File: config.mk
export PLATFORM = sky130hd
export DESIGN_NAME = timer_controller
export DESIGN_NICKNAME = d
export VERILOG_FILES = /design/src/rtl/timer_pkg.sv /design/src/rtl/timer_controller_bcd_down_digit.sv /design/src/rtl/timer_controller.sv
export SDC_FILE = /design/constraint.sdc
export NUM_CORES = 1
export LEC_CHECK = 0
export BUFFER_PORTS_ARGS = -buffer_cell sky130_fd_sc_hd__buf_2
export CORE_MARGIN = 5
export CORE_UTILIZATION = 50
export CTS_CLUSTER_DIAMETER = 120
export DETAILED_ROUTE_END_ITERATION = 10
export PLACE_DENSITY = 0.78
export RECOVER_POWER = 50
export SLEW_MARGIN = 5
export SYNTH_ARGS = -nofsm -noshare
export SYNTH_HDL_FRONTEND = slang
export SYNTH_SLANG_ARGS = --single-unit
export TNS_END_PERCENT = 10
File: constraint.sdc
create_clock -name clock_i -period 4.3 [get_ports clock_i]
set_input_delay 1.075 -clock clock_i [delete_from_list [all_inputs] [get_ports clock_i]]
set_output_delay 1.075 -clock clock_i [all_outputs]
set_load 0.01 [all_outputs]
File: src/rtl/timer_pkg.sv
// Shared constants, state encoding and preset clamping for the countdown timer.
package timer_pkg;

  typedef enum logic [1:0] {
    ST_IDLE    = 2'd0,
    ST_RUNNING = 2'd1,
    ST_PAUSED  = 2'd2,
    ST_EXPIRED = 2'd3
  } state_e;

  // Largest legal value of each BCD digit position.
  localparam logic [3:0] MIN_MAX   = 4'd2;
  localparam logic [3:0] STENS_MAX = 4'd5;
  localparam logic [3:0] DEC_MAX   = 4'd9;

  localparam int unsigned NUM_DIGITS = 5;

  // Saturate an out-of-range preset digit to the position's maximum.
  function automatic logic [3:0] clamp_digit(input logic [3:0] value, input logic [3:0] max_val);
    return (value > max_val) ? max_val : value;
  endfunction

endpackage

File: src/rtl/timer_controller_bcd_down_digit.sv
// One BCD down-counting digit of the borrow chain; wraps 0 -> MAX_VAL on borrow.
import timer_pkg::*;

module bcd_down_digit #(
  parameter logic [3:0] MAX_VAL = 4'd9
) (
  input  logic       clock_i,
  input  logic       reset_i,
  input  logic       load_i,
  input  logic [3:0] load_val_i,
  input  logic       dec_en_i,
  input  logic       borrow_i,
  output logic       borrow_o,
  output logic [3:0] digit_o
);

  logic [3:0] digit_q;
  logic [3:0] digit_d;

  // Next digit value: load wins, otherwise step down when this position is asked to borrow.
  always_comb begin
    digit_d = digit_q;
    if (load_i) begin
      digit_d = load_val_i;
    end else if (dec_en_i && borrow_i) begin
      digit_d = (digit_q == 4'd0) ? MAX_VAL : (digit_q - 4'd1);
    end
  end

  // Digit register.
  always_ff @(posedge clock_i) begin
    if (reset_i) begin
      digit_q <= 4'd0;
    end else begin
      digit_q <= digit_d;
    end
  end

  // A borrow ripples upward only through digits that are currently zero.
  assign borrow_o = borrow_i && (digit_q == 4'd0);
  assign digit_o  = digit_q;

endmodule

File: src/rtl/timer_controller.sv
// M:SS.cc countdown timer: request arbitration, FSM and a five-digit BCD borrow chain.
import timer_pkg::*;

module timer_controller (
  input  logic       clock_i,
  input  logic       reset_i,
  input  logic       tick_i,
  input  logic       load_i,
  input  logic       start_i,
  input  logic       pause_toggle_i,
  input  logic [1:0] preset_min_i,
  input  logic [2:0] preset_sec_tens_i,
  input  logic [3:0] preset_sec_ones_i,
  output logic [3:0] digit4_o,
  output logic [3:0] digit3_o,
  output logic [3:0] digit2_o,
  output logic [3:0] digit1_o,
  output logic [3:0] digit0_o,
  output logic [1:0] state_o,
  output logic       running_o,
  output logic       done_pulse_o
);

  // Per-position maxima, index 0 = centisecond ones ... index 4 = minutes.
  localparam logic [4*NUM_DIGITS-1:0] DIGIT_MAX = {MIN_MAX, STENS_MAX, DEC_MAX, DEC_MAX, DEC_MAX};

  state_e     state_q;
  state_e     state_d;
  logic       running_q;
  logic       running_d;
  logic       done_q;
  logic       done_d;
  logic       load_en;
  logic       dec_en;

  logic [3:0]            load_val [NUM_DIGITS];
  logic [3:0]            digit_w  [NUM_DIGITS];
  logic [NUM_DIGITS:0]   borrow_w;

  logic value_is_zero;
  logic value_is_one;

  // Clamped preset goes to M, S tens, S ones; centiseconds always load as zero.
  assign load_val[4] = clamp_digit({2'b00, preset_min_i}, MIN_MAX);
  assign load_val[3] = clamp_digit({1'b0, preset_sec_tens_i}, STENS_MAX);
  assign load_val[2] = clamp_digit(preset_sec_ones_i, DEC_MAX);
  assign load_val[1] = 4'd0;
  assign load_val[0] = 4'd0;

  // The lowest digit always decrements when the chain is enabled.
  assign borrow_w[0] = 1'b1;

  generate
    for (genvar gi = 0; gi < NUM_DIGITS; gi++) begin : g_digit
      bcd_down_digit #(
        .MAX_VAL(DIGIT_MAX[gi*4 +: 4])
      ) u_digit (
        .clock_i    (clock_i),
        .reset_i    (reset_i),
        .load_i     (load_en),
        .load_val_i (load_val[gi]),
        .dec_en_i   (dec_en),
        .borrow_i   (borrow_w[gi]),
        .borrow_o   (borrow_w[gi+1]),
        .digit_o    (digit_w[gi])
      );
    end
  endgenerate

  assign value_is_zero = (digit_w[4] == 4'd0) && (digit_w[3] == 4'd0) && (digit_w[2] == 4'd0) &&
                         (digit_w[1] == 4'd0) && (digit_w[0] == 4'd0);
  assign value_is_one  = (digit_w[4] == 4'd0) && (digit_w[3] == 4'd0) && (digit_w[2] == 4'd0) &&
                         (digit_w[1] == 4'd0) && (digit_w[0] == 4'd1);

  // Arbitration and next state: only the highest-priority asserted request is
  // considered; if it has no effect in the current state the cycle is a no-op.
  always_comb begin
    state_d = state_q;
    load_en = 1'b0;
    dec_en  = 1'b0;
    done_d  = 1'b0;
    if (load_i) begin
      if (state_q != ST_RUNNING) begin
        load_en = 1'b1;
        state_d = ST_IDLE;
      end
    end else if (pause_toggle_i) begin
      if (state_q == ST_RUNNING) begin
        state_d = ST_PAUSED;
      end else if (state_q == ST_PAUSED) begin
        state_d = ST_RUNNING;
      end
    end else if (start_i) begin
      if ((state_q == ST_IDLE) && !value_is_zero) begin
        state_d = ST_RUNNING;
      end
    end else if (tick_i) begin
      if (state_q == ST_RUNNING) begin
        dec_en = 1'b1;
        // Last centisecond: the chain lands on zero on this same edge.
        if (value_is_one) begin
          state_d = ST_EXPIRED;
          done_d  = 1'b1;
        end
      end
    end
    running_d = (state_d == ST_RUNNING);
  end

  // State and registered status outputs.
  always_ff @(posedge clock_i) begin
    if (reset_i) begin
      state_q   <= ST_IDLE;
      running_q <= 1'b0;
      done_q    <= 1'b0;
    end else begin
      state_q   <= state_d;
      running_q <= running_d;
      done_q    <= done_d;
    end
  end

  assign digit4_o     = digit_w[4];
  assign digit3_o     = digit_w[3];
  assign digit2_o     = digit_w[2];
  assign digit1_o     = digit_w[1];
  assign digit0_o     = digit_w[0];
  assign state_o      = state_q;
  assign running_o    = running_q;
  assign done_pulse_o = done_q;

endmodule

==> results of run 1 <==
## worst paths after layout
check	from	end	slack, ns	cells after the start
max	pause_toggle_i	g_digit[2].u_digit.digit_o[1]	1.95	6
max reg2reg	g_digit[1].u_digit.digit_o[3]	g_digit[2].u_digit.digit_o[1]	2.37	5
min	g_digit[3].u_digit.digit_o[2]	g_digit[3].u_digit.digit_o[2]	0.55	2
min reg2reg	g_digit[3].u_digit.digit_o[2]	g_digit[3].u_digit.digit_o[2]	0.55	2
## through the flow
stage | utilization [%] | instances | cell area, sq um | hold WS, ns | total power [mW]
floorplan | - | 154 | 1290 | 0.537 | 0.282
global placement | 61.6 | 221 | 1530 | 0.518 | 0.307
detailed placement | 61.6 | 221 | 1530 | 0.520 | 0.309
CTS | 62.5 | 224 | 1550 | 0.538 | 0.405
global route | 61.4 | 224 | 1520 | 0.583 | 0.422
finish | 61.4 | 224 | 1520 | 0.547 | 0.400
## worst register-to-register path, stage by stage, from the launching register on
cell and delay [ns]:
dfxtp_1 0.39, nor4_2 0.41, nand4_1 0.28, or4_1 0.53, a21oi_1 0.17, a31o_2 0.11
## metal layers
layer / vias up / share of wire [%] / track usage [%]
met4: 0 / 1.6 / 7.43
met2: 48 / 46 / 29.8
met1: 612 / 45 / 22.0
li1: 659 / - / -
met3: 6 / 7.3 / 3.19
met5: - / 0 / 0
## power by group through the flow
| stage | Clock, mW | Combinational (mW) | Sequential (mW) |
|---|---|---|---|
| after floorplan | 0 | 0.0377 | 0.245 |
| after global placement | 0 | 0.0643 | 0.243 |
| after detailed placement | 0 | 0.0664 | 0.243 |
| after CTS | 0.101 | 0.0667 | 0.238 |
| after global routing | 0.110 | 0.0723 | 0.240 |
| final | 0.0956 | 0.0655 | 0.238 |
## area by class of cell
class,instances,area (sq um),share of cell area [%]
Sequential cell,24,480,31.6
Tap cell,30,37.5,2.47
Multi-Input combinational cell,116,754,49.6
Timing Repair Buffer,40,184,12.1
Clock buffer,3,22.5,1.48
Inverter,11,41.3,2.72
## kinds of logic (layout without fill, tap and decap cells)
logic type | after synthesis | count (layout) | synth area share [%]
muxes | 4 | 4 | 3.09
adders and majority gates | 2 | 2 | 1.93
xor gates and xnor gates | 7 | 7 | 4.74
buffers and inverters | 14 | 54 | 4.06
AOI/OAI and AO/OA | 37 | 37 | 19.1
DFF | 24 | 24 | 37.1
and+or+nand+nor | 66 | 66 | 30.0
## sequential cells by signal, indices dropped and copies added (netlist names)
signal and count:
done_pulse_o 1, g_digit.u_digit.digit_o 20, running_o 1, state_o 2
## synth_stat cells, drive strengths merged
| cell | count |
|---|---|
| a22oi | 2 |
| o41a | 1 |
| or3b | 1 |
| nand2b | 2 |
| o21ai | 9 |
| a41o | 1 |
| a2111oi | 1 |
| a31oi | 1 |
| o22ai | 1 |
| ha | 2 |
| a32oi | 1 |
| nor3b | 1 |
| nor2 | 16 |
| xor2 | 3 |
| a211oi | 5 |
| xnor2 | 4 |
| or4 | 4 |
| dfxtp | 24 |
| o21a | 2 |
| or3 | 1 |
| nor4 | 7 |
| and3 | 2 |
| a21o | 1 |
| a2bb2oi | 1 |
| inv | 11 |
| o32ai | 1 |
| mux2i | 4 |
| nand4b | 1 |
| nand2 | 8 |
| o31ai | 1 |
| nand3b | 1 |
| nor3 | 12 |
| a31o | 1 |
| nand4 | 3 |
| a21oi | 8 |
| and4bb | 1 |
| and4 | 1 |
| nor2b | 2 |
| nand3 | 3 |
| clkbuf | 3 |
==> impl_metrics.yaml, run 1 <==
synth:
  ys_ff_latch: 24
  synth_top_cell_by_area: "dfxtp_1"
  yosys_warnings: 0
  synth_area_leaders: "dfxtp_1, nor2_1, nor3_1"
  synth_cell_type_count: 44
  avgSynthCellArea_sq_um: 8.40
  synth-seq-area-share_pct: 37.1
  syn_nets: 171
  synthCells: 154
  synth_top_area_share_pct: 37.1
  synth_area_sq_um: 1290
floorplan:
  dieArea_sq_um: 3700
  die_w_microns: 60.9
  coreArea_sq_um: 2480
  num_rows: 18
  initial_core_util_pct: 52.2
  ios: 39
  die_y_microns: 60.9
routing:
  vias: 1325
  vias_per_cell: 5.92
  dr.first_iter.drc_count: 55
  drt-total-wl_microns: 3180
  drc: 0
  firstDrtPassIters: 4
  wl_per_cell_microns: 14.2
  postRouteAntennaNets: 0
timing:
  fin_crit_sh_pct: 54.6
  tns_ns: 0
  slew_viol_final: 0
  setup_violations: 0
  relSlewSlack_pct: 67.4
  finClkSkew_ns: 0.00480
  hold_viol_final: 0
  worst_pin_slew_ns: 0.487
  max_freq_ghz: 0.426
  rsz0062_at_grt: "false"
  period_minus_slack_ns: 2.35
  setup_slack_ns: 1.95
worst_hold_path:
  hold_path_class: "reg2reg"
worst_setup_path:
  worst_path_largest_cell_delay_ns: 0.53
  cp_num_buf_inv: 1
  critPathMaxFanout: 6
  slowest_stage: "or4_1"
  crit_path_end_kind: "flop"
  path_class: "in2reg"
  required_ns: 4.56
  cp_cell_sequence: "clkbuf_1 -> nor2_1 -> nand4_1 -> or4_1 -> a21oi_1 -> a31o_2"
  worstPathArrival_ns: 2.61
  crit_family: "simple AND/OR/NAND/NOR gates"
  start_kind: "primary input"
clock_network:
  cts.sinks: 24
  cts.path.max_buffers: 2
  ctsHoldBuffers: 0
  clk_latency_ns: 0.31
  cts_buffers: 3
  cts_tree: "done"
  cts.htree.levels: 1
  path_clk_slew_ns: 0.12
  post_cts_resized: 0
  clk_root_buffer_cell: "clkbuf_4"
  cts_setup_buffers: 0
global_routing:
  grt_pass1_vias: 1200
  grt_first_pass_wirelength_microns: 5000
  grt_max_degree: 15
  antenna_found_initial: 0
  grt_overflow: 0
  grt.total_usage_pct: 17.6
layout:
  final_cell_mix: "dfxtp_1, buf_2, clkbuf_1"
  insertedDiodeCount: 0
  fin_nets: 213
  fillers: 230
  area_growth_pct: 17.5
  drive_above_1_share_pct: 17.0
  final_common_cell: "dfxtp_1"
pwr:
  swShare_pct: 27.8
  p_leak_nw: 0.615
  p_clk_share_pct: 23.9
  power.switching_mw: 0.111
  power_frac_comb_pct: 16.4
  peakVddDrop_mv: 0.161
  internal-power_mw: 0.288
  p_seq_share_pct: 59.7
  power_density_nw_per_um2: 263
flow_run:
  drv_cap: 0
place:
  portBuffers: 38
  dp_slack_ns: 1.63
  hpwl_microns: 2400
  gp_congestion: 0.881
outcome:
  status: "completed"
No activity file was read; power rests on OpenSTA's default activity.
==> run 2: changes to the inputs <==
--- a/config.mk
+++ b/config.mk
@@ -5,12 +5,14 @@
 export SDC_FILE = /design/constraint.sdc
 export NUM_CORES = 1
 export LEC_CHECK = 0
+export ABC_AREA = 1
 export BUFFER_PORTS_ARGS = -buffer_cell sky130_fd_sc_hd__buf_2
+export CORE_ASPECT_RATIO = 0.5
 export CORE_MARGIN = 5
 export CORE_UTILIZATION = 50
 export CTS_CLUSTER_DIAMETER = 120
 export DETAILED_ROUTE_END_ITERATION = 10
-export PLACE_DENSITY = 0.78
+export PLACE_DENSITY = 0.76
 export RECOVER_POWER = 50
 export SLEW_MARGIN = 5
 export SYNTH_ARGS = -nofsm -noshare
==> constraint.sdc (replaced) <==
create_clock -name clock_i -period 2.43 [get_ports clock_i]
set_input_delay 0.6075 -clock clock_i [delete_from_list [all_inputs] [get_ports clock_i]]
set_output_delay 0.6075 -clock clock_i [all_outputs]
set_load 0.01 [all_outputs]
==> run 2 against run 1 <==
Critical path depth stayed put. Global-route usage is 1.1 points lower. Sequential power is 79% higher. Setup slack worse by 1.4 ns. Register-to-register slack worse by 1.9 ns. First-iteration DRC count is 53% higher. Synthesized area is 12% higher. Routed wire length is 4.0% higher. Total power is 120% higher. Design area is 11% higher. Critical endpoint is now g_digit[1].u_digit.digit_o[0]. Largest cell class unchanged. Highest routed layer unchanged.
==> impl_metrics.yaml, run 2 <==
layout:
  drive_above_1_share_pct: 16.3
  final_cell_mix: "nand2_1, inv_1, nor2_1"
  final_cell_area_sq_um: 1690
  fillers: 270
  final_common_cell: "nand2_1"
  largest_reg_flops: 20
  fin_nets: 276
  area_growth_pct: 16.1
  insertedDiodeCount: 0
floorplan:
  ios: 39
  die_w_microns: 86.2
  num_rows: 13
  initial_core_util_pct: 54.1
  dieArea_sq_um: 4150
  coreArea_sq_um: 2680
  die_y_microns: 48.1
place:
  hpwl_microns: 2640
  portBuffers: 38
  gp_congestion: 0.891
  placed_cell_area_sq_um: 1680
timing:
  rsz0062_at_grt: "false"
  finClkSkew_ns: 0.00957
  holdWs_ns: 0.486
  setup_violations: 0
  period_minus_slack_ns: 1.93
  slew_viol_final: 0
  worst_pin_slew_ns: 0.663
  max_freq_ghz: 0.519
  relSlewSlack_pct: 55.7
  tns_ns: 0
  fin_crit_sh_pct: 79.3
  hold_viol_final: 0
worst_setup_path:
  required_ns: 2.62
  start_kind: "flop"
  worstPathArrival_ns: 2.12
  path_class: "reg2reg"
  crit_path_end_kind: "flop"
  critPathMaxFanout: 22
routing:
  firstDrtPassIters: 4
  drt-total-wl_microns: 3310
  dr.first_iter.drc_count: 84
  wl_per_cell_microns: 11.3
  vias_per_cell: 5.08
  postRouteAntennaNets: 0
  drc: 0
  vias: 1493
pwr:
  p_leak_nw: 0.753
  peakVddDrop_mv: 0.257
  power_density_nw_per_um2: 515
clock_network:
  post_cts_resized: 0
  cts_setup_buffers: 0
  clk_latency_ns: 0.27
  cts_buffers: 3
  cts.htree.levels: 1
  ctsHoldBuffers: 0
  cts_tree: "done"
  path_clk_slew_ns: 0.08
  cts.path.max_buffers: 2
  clk_root_buffer_cell: "clkbuf_8"
  cts.sinks: 24
global_routing:
  grt_pass1_vias: 1234
  grt_first_pass_wirelength_microns: 5410
  antenna_found_initial: 0
  grt.total_usage_pct: 16.5
  grt_max_degree: 23
  grt_overflow: 0
synth:
  yosysMostFrequentCell: "nand2_1"
  synth_mux_area_share_pct: 0
  synthCells: 219
  synth_area_leaders: "dfxtp_1, nand2_1, a21oi_1"
  synth-edff-count: 0
  synth-main-ff-cell: "dfxtp_1"
  synth_area_sq_um: 1450
  synth_top_cell_by_area: "dfxtp_1"
  synth_cell_type_count: 35
  yosys.area_share.simple_pct: 39.9
  synth-seq-area-share_pct: 33.1
  ys_ff_latch: 24
  synth_xor_xnor_area_share_pct: 0.603
  syn_nets: 236
  yosys_warnings: 0
  async_reset_ff_share_pct: 0
  avgSynthCellArea_sq_um: 6.63
  synthAdderAreaFrac_pct: 1.72
  ys_top_cells_by_count: "nand2_1, inv_1, nor2_1"
  synth_compound_area_share_pct: 14.9
  synth_top_area_share_pct: 33.1
  synth_top_family_by_area: "simple AND/OR/NAND/NOR gates"
worst_hold_path:
  hold_path_class: "reg2reg"
flow_run:
  drv_cap: 0
outcome:
  status: "completed"
run 2: final timing paths:
| check | start | end | slack [ns] | depth (start not counted) |
|---|---|---|---|---|
| setup reg to reg | state_o[0] | g_digit[1].u_digit.digit_o[0] | 0.50 | 6 |
| hold reg to reg | g_digit[0].u_digit.digit_o[3] | g_digit[0].u_digit.digit_o[3] | 0.49 | 2 |
| setup / recovery | state_o[0] | g_digit[1].u_digit.digit_o[0] | 0.50 | 6 |
| hold / removal | g_digit[0].u_digit.digit_o[3] | g_digit[0].u_digit.digit_o[3] | 0.49 | 2 |
run 2: cell families after synthesis:
| logic type | count (synthesis) |
|---|---|
| simple gates | 116 |
| flops | 24 |
| buf+inv | 37 |
| xor+xnor | 1 |
| compound gates | 39 |
| fa+ha+maj | 2 |
run 2: layout make-up:
cell class / count / area [sq um] / area share (%)
clock buffer: 3 / 41.3 / 2.45
inverter: 34 / 129 / 7.64
multi-input combinational: 158 / 827 / 49.0
sequential: 24 / 480 / 28.5
tap: 37 / 46.3 / 2.74
timing repair buffer: 38 / 163 / 9.64
run 2: power breakdown:
| part | switching (mW) | internal, mW | leakage, nW | total [mW] |
|---|---|---|---|---|
| Combinational | 0.134 | 0.0727 | 0.536 | 0.207 |
| Sequential | 0.0164 | 0.411 | 0.196 | 0.427 |
| Clock | 0.123 | 0.111 | 0.0216 | 0.234 |
| Total | 0.274 | 0.594 | 0.753 | 0.868 |
run 2: per-layer routing:
| layer | global-route usage (%) | vias to the layer above | share of wire [%] |
|---|---|---|---|
| met2 | 26.8 | 34 | 41 |
| met1 | 22.5 | 674 | 53 |
| met3 | 5.06 | 2 | 5.9 |
| met4 | 2.80 | 0 | 0.30 |
| li1 | - | 783 | - |
| met5 | 0 | - | 0 |
run 2: metrics by stage:
| stage | power, mW | worst slack [ns] | util [%] | cells |
|---|---|---|---|---|
| after floorplan | 0.590 | 0.864 | - | 219 |
| after global placement | 0.644 | 0.608 | 62.4 | 291 |
| after detailed placement | 0.647 | 0.544 | 62.4 | 291 |
| after CTS | 0.882 | 0.773 | 64.0 | 294 |
| after global routing | 0.921 | 0.310 | 62.8 | 294 |
| final | 0.868 | 0.504 | 62.8 | 294 |
run 2: critical path, stage by stage (launching register included):
cell	delay [ns]
dfxtp_1	0.42
nand2_4	0.10
nand2_1	0.50
inv_2	0.18
nor2_1	0.31
inv_1	0.20
a21oi_1	0.15
